## config.mk

```make
export PLATFORM = sky130hd
export DESIGN_NAME = wash_cycle_sequencer_flat
export DESIGN_NICKNAME = d
export VERILOG_FILES = /design/src/rtl/wash_cycle_sequencer_pkg.sv /design/src/rtl/wash_cycle_sequencer_if.sv /design/src/rtl/wash_cycle_sequencer_phase_timer.sv /design/src/rtl/wash_cycle_sequencer.sv /design/src/flat_wrapper.sv
export SDC_FILE = /design/constraint.sdc
export NUM_CORES = 1
export LEC_CHECK = 0
export CAP_MARGIN = 30
export CELL_PAD_IN_SITES_DETAIL_PLACEMENT = 0
export CELL_PAD_IN_SITES_GLOBAL_PLACEMENT = 1
export CORE_UTILIZATION = 40
export DETAILED_ROUTE_END_ITERATION = 7
export PLACE_DENSITY = 0.82
export REMOVE_ABC_BUFFERS = 1
export SYNTH_ARGS = -nofsm -noshare
export SYNTH_HDL_FRONTEND = slang
export SYNTH_SLANG_ARGS = --single-unit
```

## constraint.sdc

```tcl
create_clock -name clk -period 5 [get_ports clk]
set_input_delay 0.5 -clock clk [delete_from_list [all_inputs] [get_ports clk]]
set_output_delay 0.5 -clock clk [all_outputs]
set_load 0.01 [all_outputs]
```

## src/rtl/wash_cycle_sequencer_pkg.sv

```systemverilog
// wm_cycle_pkg: shared types and helpers for the wash cycle sequencer.
//   phase_t      - programme phase / FSM state codes (also driven on the phase port)
//   MODE_*       - wash_mode encodings coming from wash_mode
//   wash_mult    - wash duration multiplier per mode (light 1, normal 2, heavy 3)
//   rinse_count  - number of rinse passes per mode (light 1, normal 2, heavy max)
package wm_cycle_pkg;

    typedef enum logic [3:0] {
        IDLE  = 4'd0,
        FILL  = 4'd1,
        SOAK  = 4'd2,
        WASH  = 4'd3,
        DRAIN = 4'd4,
        RINSE = 4'd5,
        SPIN  = 4'd6,
        DONE  = 4'd7,
        FAULT = 4'd8
    } phase_t;

    localparam logic [1:0] MODE_LIGHT  = 2'b00;
    localparam logic [1:0] MODE_NORMAL = 2'b01;
    localparam logic [1:0] MODE_HEAVY  = 2'b10;

    // Code 11 is not a real mode and runs as normal.
    function automatic logic [1:0] wash_mult(input logic [1:0] mode);
        case (mode)
            MODE_LIGHT: return 2'd1;
            MODE_HEAVY: return 2'd3;
            default:    return 2'd2;
        endcase
    endfunction

    function automatic int unsigned rinse_count(input logic [1:0] mode,
                                                input int unsigned max_rinses);
        case (mode)
            MODE_LIGHT: return 1;
            MODE_HEAVY: return max_rinses;
            default:    return 2;
        endcase
    endfunction

endpackage

```

## src/rtl/wash_cycle_sequencer_if.sv

```systemverilog
// wash_cycle_sequencer_if: command/status bundle between the programme
// controller side (master) and the sequencer (slave).
//   master drives : start, abort, pause, door_closed, water_full, wash_mode
//   slave drives  : fill_valve, wash_motor, rinse_valve, spin_motor,
//                   drain_valve, busy, done, fault, phase
interface wash_cycle_sequencer_if;
    import wm_cycle_pkg::*;

    logic       start;
    logic       abort;
    logic       pause;
    logic       door_closed;
    logic       water_full;
    logic [1:0] wash_mode;

    logic       fill_valve;
    logic       wash_motor;
    logic       rinse_valve;
    logic       spin_motor;
    logic       drain_valve;
    logic       busy;
    logic       done;
    logic       fault;
    phase_t     phase;

    modport master (
        output start, abort, pause, door_closed, water_full, wash_mode,
        input  fill_valve, wash_motor, rinse_valve, spin_motor, drain_valve,
               busy, done, fault, phase
    );

    modport slave (
        input  start, abort, pause, door_closed, water_full, wash_mode,
        output fill_valve, wash_motor, rinse_valve, spin_motor, drain_valve,
               busy, done, fault, phase
    );

endinterface

```

## src/rtl/wash_cycle_sequencer_phase_timer.sv

```systemverilog
// phase_timer: down-counter shared by all timed phases and the fill timeout.
//   clk, rst    - clock, synchronous active-high reset
//   i_load      - load strobe (wins over enable)
//   i_load_val  - value loaded on i_load
//   i_en        - count down by one while non-zero
//   o_zero      - counter is at zero
module phase_timer #(
    parameter int CNT_W = 16
) (
    input  logic             clk,
    input  logic             rst,
    input  logic             i_load,
    input  logic [CNT_W-1:0] i_load_val,
    input  logic             i_en,
    output logic             o_zero
);

    logic [CNT_W-1:0] r_cnt;

    always_ff @(posedge clk) begin
        if (rst) begin
            r_cnt <= '0;
        end else if (i_load) begin
            r_cnt <= i_load_val;
        end else if (i_en && r_cnt != '0) begin
            r_cnt <= r_cnt - CNT_W'(1);
        end
    end

    assign o_zero = (r_cnt == '0);

endmodule

```

## src/rtl/wash_cycle_sequencer.sv

```systemverilog
// wash_cycle_sequencer: runs a full wash programme
//   fill -> [soak] -> wash -> drain -> N x (rinse -> drain) -> spin -> done
// with pause/door interlock, abort, fill timeout fault and busy/done status.
//   clk, rst - clock, synchronous active-high reset
//   bus      - wash_cycle_sequencer_if.slave (commands in, actuators/status out)
// Build option: define PRE_SOAK_EN to insert a SOAK phase after FILL in heavy
// mode; without it FILL always goes straight to WASH and SOAK_TICKS has no effect.
// All outputs are registered from the next-state decision.
module wash_cycle_sequencer
    import wm_cycle_pkg::*;
#(
    parameter int CNT_W           = 16,
    parameter int WASH_TICKS_BASE = 100,
    parameter int RINSE_TICKS     = 50,
    parameter int DRAIN_TICKS     = 30,
    parameter int SPIN_TICKS      = 80,
    parameter int FILL_TIMEOUT    = 200,
    parameter int MAX_RINSES      = 3,
    parameter int SOAK_TICKS      = 60
) (
    input  logic                   clk,
    input  logic                   rst,
    wash_cycle_sequencer_if.slave  bus
);

`ifdef PRE_SOAK_EN
    localparam bit SOAK_EN = 1'b1;
`else
    localparam bit SOAK_EN = 1'b0;
`endif

    // Rinse counter must hold at least the normal-mode count of 2.
    localparam int RMAX = (MAX_RINSES > 2) ? MAX_RINSES : 2;
    localparam int RW   = $clog2(RMAX + 1);
    localparam int PW   = CNT_W + 2;

    // Timer holds duration-1; a zero duration still gives one active cycle.
    function automatic logic [CNT_W-1:0] load_of(input logic [CNT_W-1:0] d);
        return (d == '0) ? '0 : d - CNT_W'(1);
    endfunction

    localparam logic [CNT_W-1:0] LD_FILL  = load_of(CNT_W'(FILL_TIMEOUT));
    localparam logic [CNT_W-1:0] LD_SOAK  = load_of(CNT_W'(SOAK_TICKS));
    localparam logic [CNT_W-1:0] LD_DRAIN = load_of(CNT_W'(DRAIN_TICKS));
    localparam logic [CNT_W-1:0] LD_RINSE = load_of(CNT_W'(RINSE_TICKS));
    localparam logic [CNT_W-1:0] LD_SPIN  = load_of(CNT_W'(SPIN_TICKS));

    phase_t           r_state;
    logic [1:0]       r_mode;
    logic [RW-1:0]    r_rinses_left;
    logic             r_fill, r_wash, r_rinse, r_spin, r_drain;
    logic             r_busy, r_done, r_fault;

    phase_t           w_state_nx;
    logic             w_paused;
    logic             w_hold;
    logic             w_latch;
    logic             w_rinse_dec;
    logic             w_tmr_load;
    logic             w_tmr_en;
    logic [CNT_W-1:0] w_tmr_val;
    logic             w_tmr_zero;
    logic [PW-1:0]    w_wash_prod;
    logic [CNT_W-1:0] w_wash_len;

    // Wash length from the latched mode, widened so heavy x3 cannot wrap.
    assign w_wash_prod = PW'(WASH_TICKS_BASE) * PW'(wash_mult(r_mode));
    assign w_wash_len  = (w_wash_prod > PW'({CNT_W{1'b1}})) ? {CNT_W{1'b1}}
                                                            : w_wash_prod[CNT_W-1:0];

    assign w_paused = bus.pause | ~bus.door_closed;
    // A paused active phase holds its state with all actuators off.
    assign w_hold   = !bus.abort && w_paused &&
                      (r_state inside {FILL, SOAK, WASH, DRAIN, RINSE, SPIN});

    phase_timer #(.CNT_W(CNT_W)) u_timer (
        .clk        (clk),
        .rst        (rst),
        .i_load     (w_tmr_load),
        .i_load_val (w_tmr_val),
        .i_en       (w_tmr_en),
        .o_zero     (w_tmr_zero)
    );

    always_comb begin
        w_state_nx  = r_state;
        w_tmr_load  = 1'b0;
        w_tmr_val   = '0;
        w_tmr_en    = 1'b0;
        w_latch     = 1'b0;
        w_rinse_dec = 1'b0;

        if (bus.abort) begin
            w_state_nx = IDLE;
            w_tmr_load = 1'b1;
        end else begin
            case (r_state)
                IDLE: begin
                    if (bus.start && bus.door_closed) begin
                        w_state_nx = FILL;
                        w_latch    = 1'b1;
                        w_tmr_load = 1'b1;
                        w_tmr_val  = LD_FILL;
                    end
                end
                FILL: begin
                    if (!w_paused) begin
                        if (bus.water_full) begin
                            w_tmr_load = 1'b1;
                            if (SOAK_EN && r_mode == MODE_HEAVY) begin
                                w_state_nx = SOAK;
                                w_tmr_val  = LD_SOAK;
                            end else begin
                                w_state_nx = WASH;
                                w_tmr_val  = load_of(w_wash_len);
                            end
                        end else if (w_tmr_zero) begin
                            w_state_nx = FAULT;
                        end else begin
                            w_tmr_en = 1'b1;
                        end
                    end
                end
                SOAK: begin
                    if (!w_paused) begin
                        if (w_tmr_zero) begin
                            w_state_nx = WASH;
                            w_tmr_load = 1'b1;
                            w_tmr_val  = load_of(w_wash_len);
                        end else begin
                            w_tmr_en = 1'b1;
                        end
                    end
                end
                WASH: begin
                    if (!w_paused) begin
                        if (w_tmr_zero) begin
                            w_state_nx = DRAIN;
                            w_tmr_load = 1'b1;
                            w_tmr_val  = LD_DRAIN;
                        end else begin
                            w_tmr_en = 1'b1;
                        end
                    end
                end
                DRAIN: begin
                    if (!w_paused) begin
                        if (w_tmr_zero) begin
                            w_tmr_load = 1'b1;
                            if (r_rinses_left != '0) begin
                                w_state_nx = RINSE;
                                w_tmr_val  = LD_RINSE;
                            end else begin
                                w_state_nx = SPIN;
                                w_tmr_val  = LD_SPIN;
                            end
                        end else begin
                            w_tmr_en = 1'b1;
                        end
                    end
                end
                RINSE: begin
                    if (!w_paused) begin
                        if (w_tmr_zero) begin
                            w_state_nx  = DRAIN;
                            w_rinse_dec = 1'b1;
                            w_tmr_load  = 1'b1;
                            w_tmr_val   = LD_DRAIN;
                        end else begin
                            w_tmr_en = 1'b1;
                        end
                    end
                end
                SPIN: begin
                    if (!w_paused) begin
                        if (w_tmr_zero) begin
                            w_state_nx = DONE;
                        end else begin
                            w_tmr_en = 1'b1;
                        end
                    end
                end
                DONE:    w_state_nx = IDLE;
                FAULT:   w_state_nx = FAULT;
                default: w_state_nx = IDLE;
            endcase
        end
    end

    always_ff @(posedge clk) begin
        if (rst) begin
            r_state       <= IDLE;
            r_mode        <= 2'b00;
            r_rinses_left <= '0;
            r_fill        <= 1'b0;
            r_wash        <= 1'b0;
            r_rinse       <= 1'b0;
            r_spin        <= 1'b0;
            r_drain       <= 1'b0;
            r_busy        <= 1'b0;
            r_done        <= 1'b0;
            r_fault       <= 1'b0;
        end else begin
            r_state <= w_state_nx;
            if (w_latch) begin
                r_mode        <= bus.wash_mode;
                r_rinses_left <= RW'(rinse_count(bus.wash_mode, MAX_RINSES));
            end else if (w_rinse_dec && r_rinses_left != '0) begin
                r_rinses_left <= r_rinses_left - RW'(1);
            end
            r_fill  <= (w_state_nx == FILL)  && !w_hold;
            r_wash  <= (w_state_nx == WASH)  && !w_hold;
            r_rinse <= (w_state_nx == RINSE) && !w_hold;
            r_spin  <= (w_state_nx == SPIN)  && !w_hold;
            r_drain <= (w_state_nx == DRAIN || w_state_nx == SPIN) && !w_hold;
            r_busy  <= (w_state_nx != IDLE);
            r_done  <= (w_state_nx == DONE);
            r_fault <= (w_state_nx == FAULT);
        end
    end

    assign bus.fill_valve  = r_fill;
    assign bus.wash_motor  = r_wash;
    assign bus.rinse_valve = r_rinse;
    assign bus.spin_motor  = r_spin;
    assign bus.drain_valve = r_drain;
    assign bus.busy        = r_busy;
    assign bus.done        = r_done;
    assign bus.fault       = r_fault;
    assign bus.phase       = r_state;

endmodule

```

## src/flat_wrapper.sv

```systemverilog
// flat-port wrapper written by rule: the top's interface ports become plain ports
module wash_cycle_sequencer_flat import wm_cycle_pkg::*;
#(
    parameter int CNT_W           = 16,
    parameter int WASH_TICKS_BASE = 100,
    parameter int RINSE_TICKS     = 50,
    parameter int DRAIN_TICKS     = 30,
    parameter int SPIN_TICKS      = 80,
    parameter int FILL_TIMEOUT    = 200,
    parameter int MAX_RINSES      = 3,
    parameter int SOAK_TICKS      = 60
)
  (clk, rst, bus_start, bus_abort, bus_pause, bus_door_closed, bus_water_full, bus_wash_mode, bus_fill_valve, bus_wash_motor, bus_rinse_valve, bus_spin_motor, bus_drain_valve, bus_busy, bus_done, bus_fault, bus_phase);
  wash_cycle_sequencer_if bus_i ();
  input  logic clk;
  input  logic rst;
  input wire logic [$bits(bus_i.start)-1:0] bus_start;
  input wire logic [$bits(bus_i.abort)-1:0] bus_abort;
  input wire logic [$bits(bus_i.pause)-1:0] bus_pause;
  input wire logic [$bits(bus_i.door_closed)-1:0] bus_door_closed;
  input wire logic [$bits(bus_i.water_full)-1:0] bus_water_full;
  input wire logic [$bits(bus_i.wash_mode)-1:0] bus_wash_mode;
  output wire logic [$bits(bus_i.fill_valve)-1:0] bus_fill_valve;
  output wire logic [$bits(bus_i.wash_motor)-1:0] bus_wash_motor;
  output wire logic [$bits(bus_i.rinse_valve)-1:0] bus_rinse_valve;
  output wire logic [$bits(bus_i.spin_motor)-1:0] bus_spin_motor;
  output wire logic [$bits(bus_i.drain_valve)-1:0] bus_drain_valve;
  output wire logic [$bits(bus_i.busy)-1:0] bus_busy;
  output wire logic [$bits(bus_i.done)-1:0] bus_done;
  output wire logic [$bits(bus_i.fault)-1:0] bus_fault;
  output wire logic [$bits(bus_i.phase)-1:0] bus_phase;
  assign bus_i.start = bus_start;
  assign bus_i.abort = bus_abort;
  assign bus_i.pause = bus_pause;
  assign bus_i.door_closed = bus_door_closed;
  assign bus_i.water_full = bus_water_full;
  assign bus_i.wash_mode = bus_wash_mode;
  assign bus_fill_valve = bus_i.fill_valve;
  assign bus_wash_motor = bus_i.wash_motor;
  assign bus_rinse_valve = bus_i.rinse_valve;
  assign bus_spin_motor = bus_i.spin_motor;
  assign bus_drain_valve = bus_i.drain_valve;
  assign bus_busy = bus_i.busy;
  assign bus_done = bus_i.done;
  assign bus_fault = bus_i.fault;
  assign bus_phase = bus_i.phase;
  wash_cycle_sequencer #(.CNT_W(CNT_W), .WASH_TICKS_BASE(WASH_TICKS_BASE), .RINSE_TICKS(RINSE_TICKS), .DRAIN_TICKS(DRAIN_TICKS), .SPIN_TICKS(SPIN_TICKS), .FILL_TIMEOUT(FILL_TIMEOUT), .MAX_RINSES(MAX_RINSES), .SOAK_TICKS(SOAK_TICKS)) u_core (.clk(clk), .rst(rst), .bus(bus_i));
endmodule
```

==> results.sh <==
export IMPL_crit_path_max_fanout=13
export IMPL_p_sw_share_pct=31.6
export IMPL_period_minus_slack_ns=2.83
export IMPL_path_clk_slew_ns=0.07
export IMPL_yosysWarningCount=0
export IMPL_skew_ns=0.0107
export IMPL_cell_internal_pwr_w=0.000424
export IMPL_fill_cells=492
export IMPL_core_rowCount=25
export IMPL_cts_tree="yes"
export IMPL_worst_endpoint_required_ns=5.22
export IMPL_final_min_period_over_clock_period_pct=56.6
export IMPL_area_taken_by_multi_input_logic_gates_mm2=0.00131
export IMPL_post_synthesis_instance_total=261
export IMPL_cts_repair_timing_setup_buffer_count=0
export IMPL_cts_hold_buf=0
export IMPL_routedWlPerCell_um=14.9
export IMPL_nNetsFinal=285
export IMPL_count_of_endpoints_failing_hold_in_the_final_timing_report=0
export IMPL_rr_startpoint="u_core.u_timer.r_cnt[0]"
export IMPL_cts_resized=0
export IMPL_antenna_diode_count=0
export IMPL_remaining_drc_errors=0
export IMPL_timing_critical_path_from="bus_door_closed"
export IMPL_r2r_slack_ns=2.44
export IMPL_drtPass1Iterations=4
export IMPL_fp_dieW_um=73.6
export IMPL_floorplan_die_height_um=73.6
export IMPL_cts_made_buffers=5
export IMPL_grt_pass1_wl_um=8600
export IMPL_total_switching_power_w=0.000196
export IMPL_drtAntennaViolNets=0
export IMPL_viasPerCell=5.84
export IMPL_min_to="u_core.r_rinses_left[1]"
export IMPL_endpoint_arrival_time_on_the_critical_path_ns=3.05
export IMPL_vias_in_the_first_global_route=1760
export IMPL_wl_um=5070
export IMPL_detailedRoute_firstIterationViolations=122
export IMPL_dpl_cell_area_mm2=0.00227
export IMPL_route_vias_total=1985
export IMPL_finalWeightedCongestion=0.821
export IMPL_fin_tns_setup_ns=0
export IMPL_design_area_mm2=0.00235
export IMPL_p_seq_share_pct=45.4
export IMPL_fmaxAchievable_ghz=0.353
export IMPL_grt_total_usage_pct=20.9
export IMPL_hold_path_class="flop to flop"
export IMPL_min_delay_start="u_core.r_rinses_left[1]"
export IMPL_hold_path_depth=2
export IMPL_outcome="finished, final reports clean"
export IMPL_power_density_mw_per_mm2=264
export IMPL_insertion_delay_ns=0.29
export IMPL_io_buffer_count=20
export IMPL_synthesized_area_mm2=0.00205
export IMPL_grt_start_max_net_pins=25
export IMPL_rsz0062_at_grt="no"
export IMPL_finalSetupViolations=0
export IMPL_max_cap_violations=0
export IMPL_synth_ff_latch_count=32
export IMPL_layout_cells_most_common_list="sky130_fd_sc_hd__dfxtp_1, sky130_fd_sc_hd__nor2_1, sky130_fd_sc_hd__clkdlybuf4s50_1"
export IMPL_kind_of_end_point_of_the_critical_path="flop"
export IMPL_worst_setup_path_start_kind="input port"
export IMPL_layout_area_overhead_vs_synth_pct=14.4
export IMPL_cts_max_level=2
export IMPL_top_level_ports=21
export IMPL_clock_tree_buffer_depth=2
export IMPL_floorplan_die_area_mm2=0.00542
export IMPL_synth_edff_count=0
export IMPL_leakage_nw=0.808
export IMPL_global_route_overflow_total=0
export IMPL_start_util_pct=42.6
export IMPL_power_combinational_fraction_pct=24.0
export IMPL_peakVddDrop_mv=0.121
export IMPL_asyncSetResetFlopFracSynth_pct=0
export IMPL_r2r_worst_path_cells=8
export IMPL_yosysUniqueCellTypes=52
export IMPL_tritoncts_num_sinks=32
export IMPL_critPathKind="input port to flop"
export IMPL_most_used_dff_post_synth="sky130_fd_sc_hd__dfxtp_1"
export IMPL_register_area_um2=641
export IMPL_final_max_slew_violation_count=0
export IMPL_clk_root_buffer_cell="sky130_fd_sc_hd__clkbuf_8"
export IMPL_relSlewSlack_pct=47.9
export IMPL_worst_slew_pin_slew_ns=0.778
export IMPL_power_share_clock_pct=30.5
export IMPL_ys_seq_area_share_pct=31.2
export IMPL_layout_drive_gt1_share_pct=6.59
export IMPL_endpoint_of_the_lowest_slack_register_to_register_path="u_core.u_timer.r_cnt[3]"
export IMPL_dp_final_hpwl_um=3670
export IMPL_postSynthAreaPerCell_um2=7.87
export IMPL_most_frequent_standard_cell_in_the_layout_excluding_fill_and_tap_cells="sky130_fd_sc_hd__dfxtp_1"
export IMPL_antenna_found_initial=0
export IMPL_core_mm2=0.00482
-- cell type report --
cell class	count	area share, %
Clock buffer	6	3.09
Clock inverter	1	0.213
Inverter	8	1.28
Multi-Input combinational cell	205	55.8
Sequential cell	32	27.3
Tap cell	67	3.57
Timing Repair Buffer	21	8.84
-- per-stage QoR --
step                hold slack [ns]  std cells  utilization (%)  power, W  setup slack, ns
floorplan                     0.444        245                -  0.000393             2.82
global placement              0.466        333             47.2  0.000435             2.01
detailed placement            0.483        333             47.2  0.000434             1.94
CTS                           0.493        340             48.8  0.000624             2.24
global route                  0.534        340             48.8  0.000653             1.98
finish                        0.489        340             48.8  0.000620             2.17
-- layer usage --
metal | routed length, µm | part of all wire [%] | track usage [%] | up-vias
li1 | - | - | - | 987
met1 | 2460 | 49 | 28.9 | 934
met2 | 2270 | 45 | 31.4 | 56
met3 | 250 | 4.9 | 4.80 | 8
met4 | 87 | 1.7 | 8.33 | 0
met5 | 0 | 0 | 0 | -
-- worst max-delay path by stage --
stage | end | slack, ns | cells past startpoint
floorplan | u_core.u_timer.r_cnt[12] | 2.82 | 6
detailed placement | u_core.u_timer.r_cnt[12] | 1.94 | 7
global route | u_core.u_timer.r_cnt[12] | 1.98 | 7
global placement | u_core.u_timer.r_cnt[12] | 2.01 | 7
CTS | u_core.u_timer.r_cnt[12] | 2.24 | 7
finish | u_core.u_timer.r_cnt[12] | 2.17 | 7
-- kinds of logic after synthesis --
group	after synthesis	share of synthesized area, %
AO/OA/AOI/OAI	68	22.9
XOR/XNOR	9	3.84
adder cells (fa/ha/maj)	3	1.83
buffers and inverters	24	5.00
flip-flops	32	31.2
AND/OR/NAND/NOR	125	35.3
-- synthesized netlist by cell type (2+ instances only) --
cell type / n / area, µm²
sky130_fd_sc_hd__and3_1: 2 / 12.5
sky130_fd_sc_hd__clkbuf_1: 9 / 33.8
sky130_fd_sc_hd__or3_1: 6 / 37.5
sky130_fd_sc_hd__ha_1: 3 / 37.5
sky130_fd_sc_hd__dfxtp_1: 32 / 641
sky130_fd_sc_hd__o21bai_1: 2 / 15.0
sky130_fd_sc_hd__o21ai_0: 15 / 75.1
sky130_fd_sc_hd__a21oi_1: 17 / 85.1
sky130_fd_sc_hd__nor2b_1: 10 / 62.6
sky130_fd_sc_hd__and2_1: 2 / 12.5
sky130_fd_sc_hd__xor2_1: 5 / 43.8
sky130_fd_sc_hd__nor4_1: 4 / 25.0
sky130_fd_sc_hd__nand3_1: 13 / 65.1
sky130_fd_sc_hd__nor3_1: 10 / 50.1
sky130_fd_sc_hd__nor4_4: 2 / 42.5
sky130_fd_sc_hd__and4_1: 2 / 17.5
sky130_fd_sc_hd__buf_4: 2 / 15.0
sky130_fd_sc_hd__o311ai_0: 4 / 35.0
sky130_fd_sc_hd__nor2_1: 29 / 109
sky130_fd_sc_hd__nand4_1: 10 / 62.6
sky130_fd_sc_hd__xnor2_1: 4 / 35.0
sky130_fd_sc_hd__o211a_1: 2 / 20.0
sky130_fd_sc_hd__or2_2: 2 / 12.5
sky130_fd_sc_hd__inv_1: 8 / 30.0
sky130_fd_sc_hd__o311ai_1: 2 / 17.5
sky130_fd_sc_hd__nand2b_1: 5 / 31.3
sky130_fd_sc_hd__or4_1: 3 / 22.5
sky130_fd_sc_hd__a31oi_1: 5 / 31.3
sky130_fd_sc_hd__a211oi_1: 2 / 15.0
sky130_fd_sc_hd__buf_2: 4 / 20.0
sky130_fd_sc_hd__nand2_1: 16 / 60.1
sky130_fd_sc_hd__o31ai_1: 7 / 52.6
sky130_fd_sc_hd__nor3b_1: 3 / 22.5
-- power by group through the flow --
stage / Clock (W) / Combinational (W) / Sequential, W
finish: 0.000189 / 0.000149 / 0.000282
global route: 0.000203 / 0.000167 / 0.000283
global placement: 0 / 0.000148 / 0.000287
detailed placement: 0 / 0.000147 / 0.000287
CTS: 0.000195 / 0.000148 / 0.000281
floorplan: 0 / 0.000109 / 0.000284
-- registers in the layout (all words and copies together), names as in the netlist, 2 cells and up --
name	flops
u_core.r_rinses_left	2
u_core.bus.phase	4
u_core.u_timer.r_cnt	16
u_core.r_mode	2
-- critical path: stages --
cell,delay [ns]
sky130_fd_sc_hd__clkdlybuf4s50_1,0.50
sky130_fd_sc_hd__nor3b_1,0.56
sky130_fd_sc_hd__nand3_1,0.20
sky130_fd_sc_hd__o211ai_2,0.52
sky130_fd_sc_hd__o31ai_1,0.18
sky130_fd_sc_hd__or4_1,0.44
sky130_fd_sc_hd__a21oi_1,0.14
No activity file was read; power rests on OpenSTA's default activity.
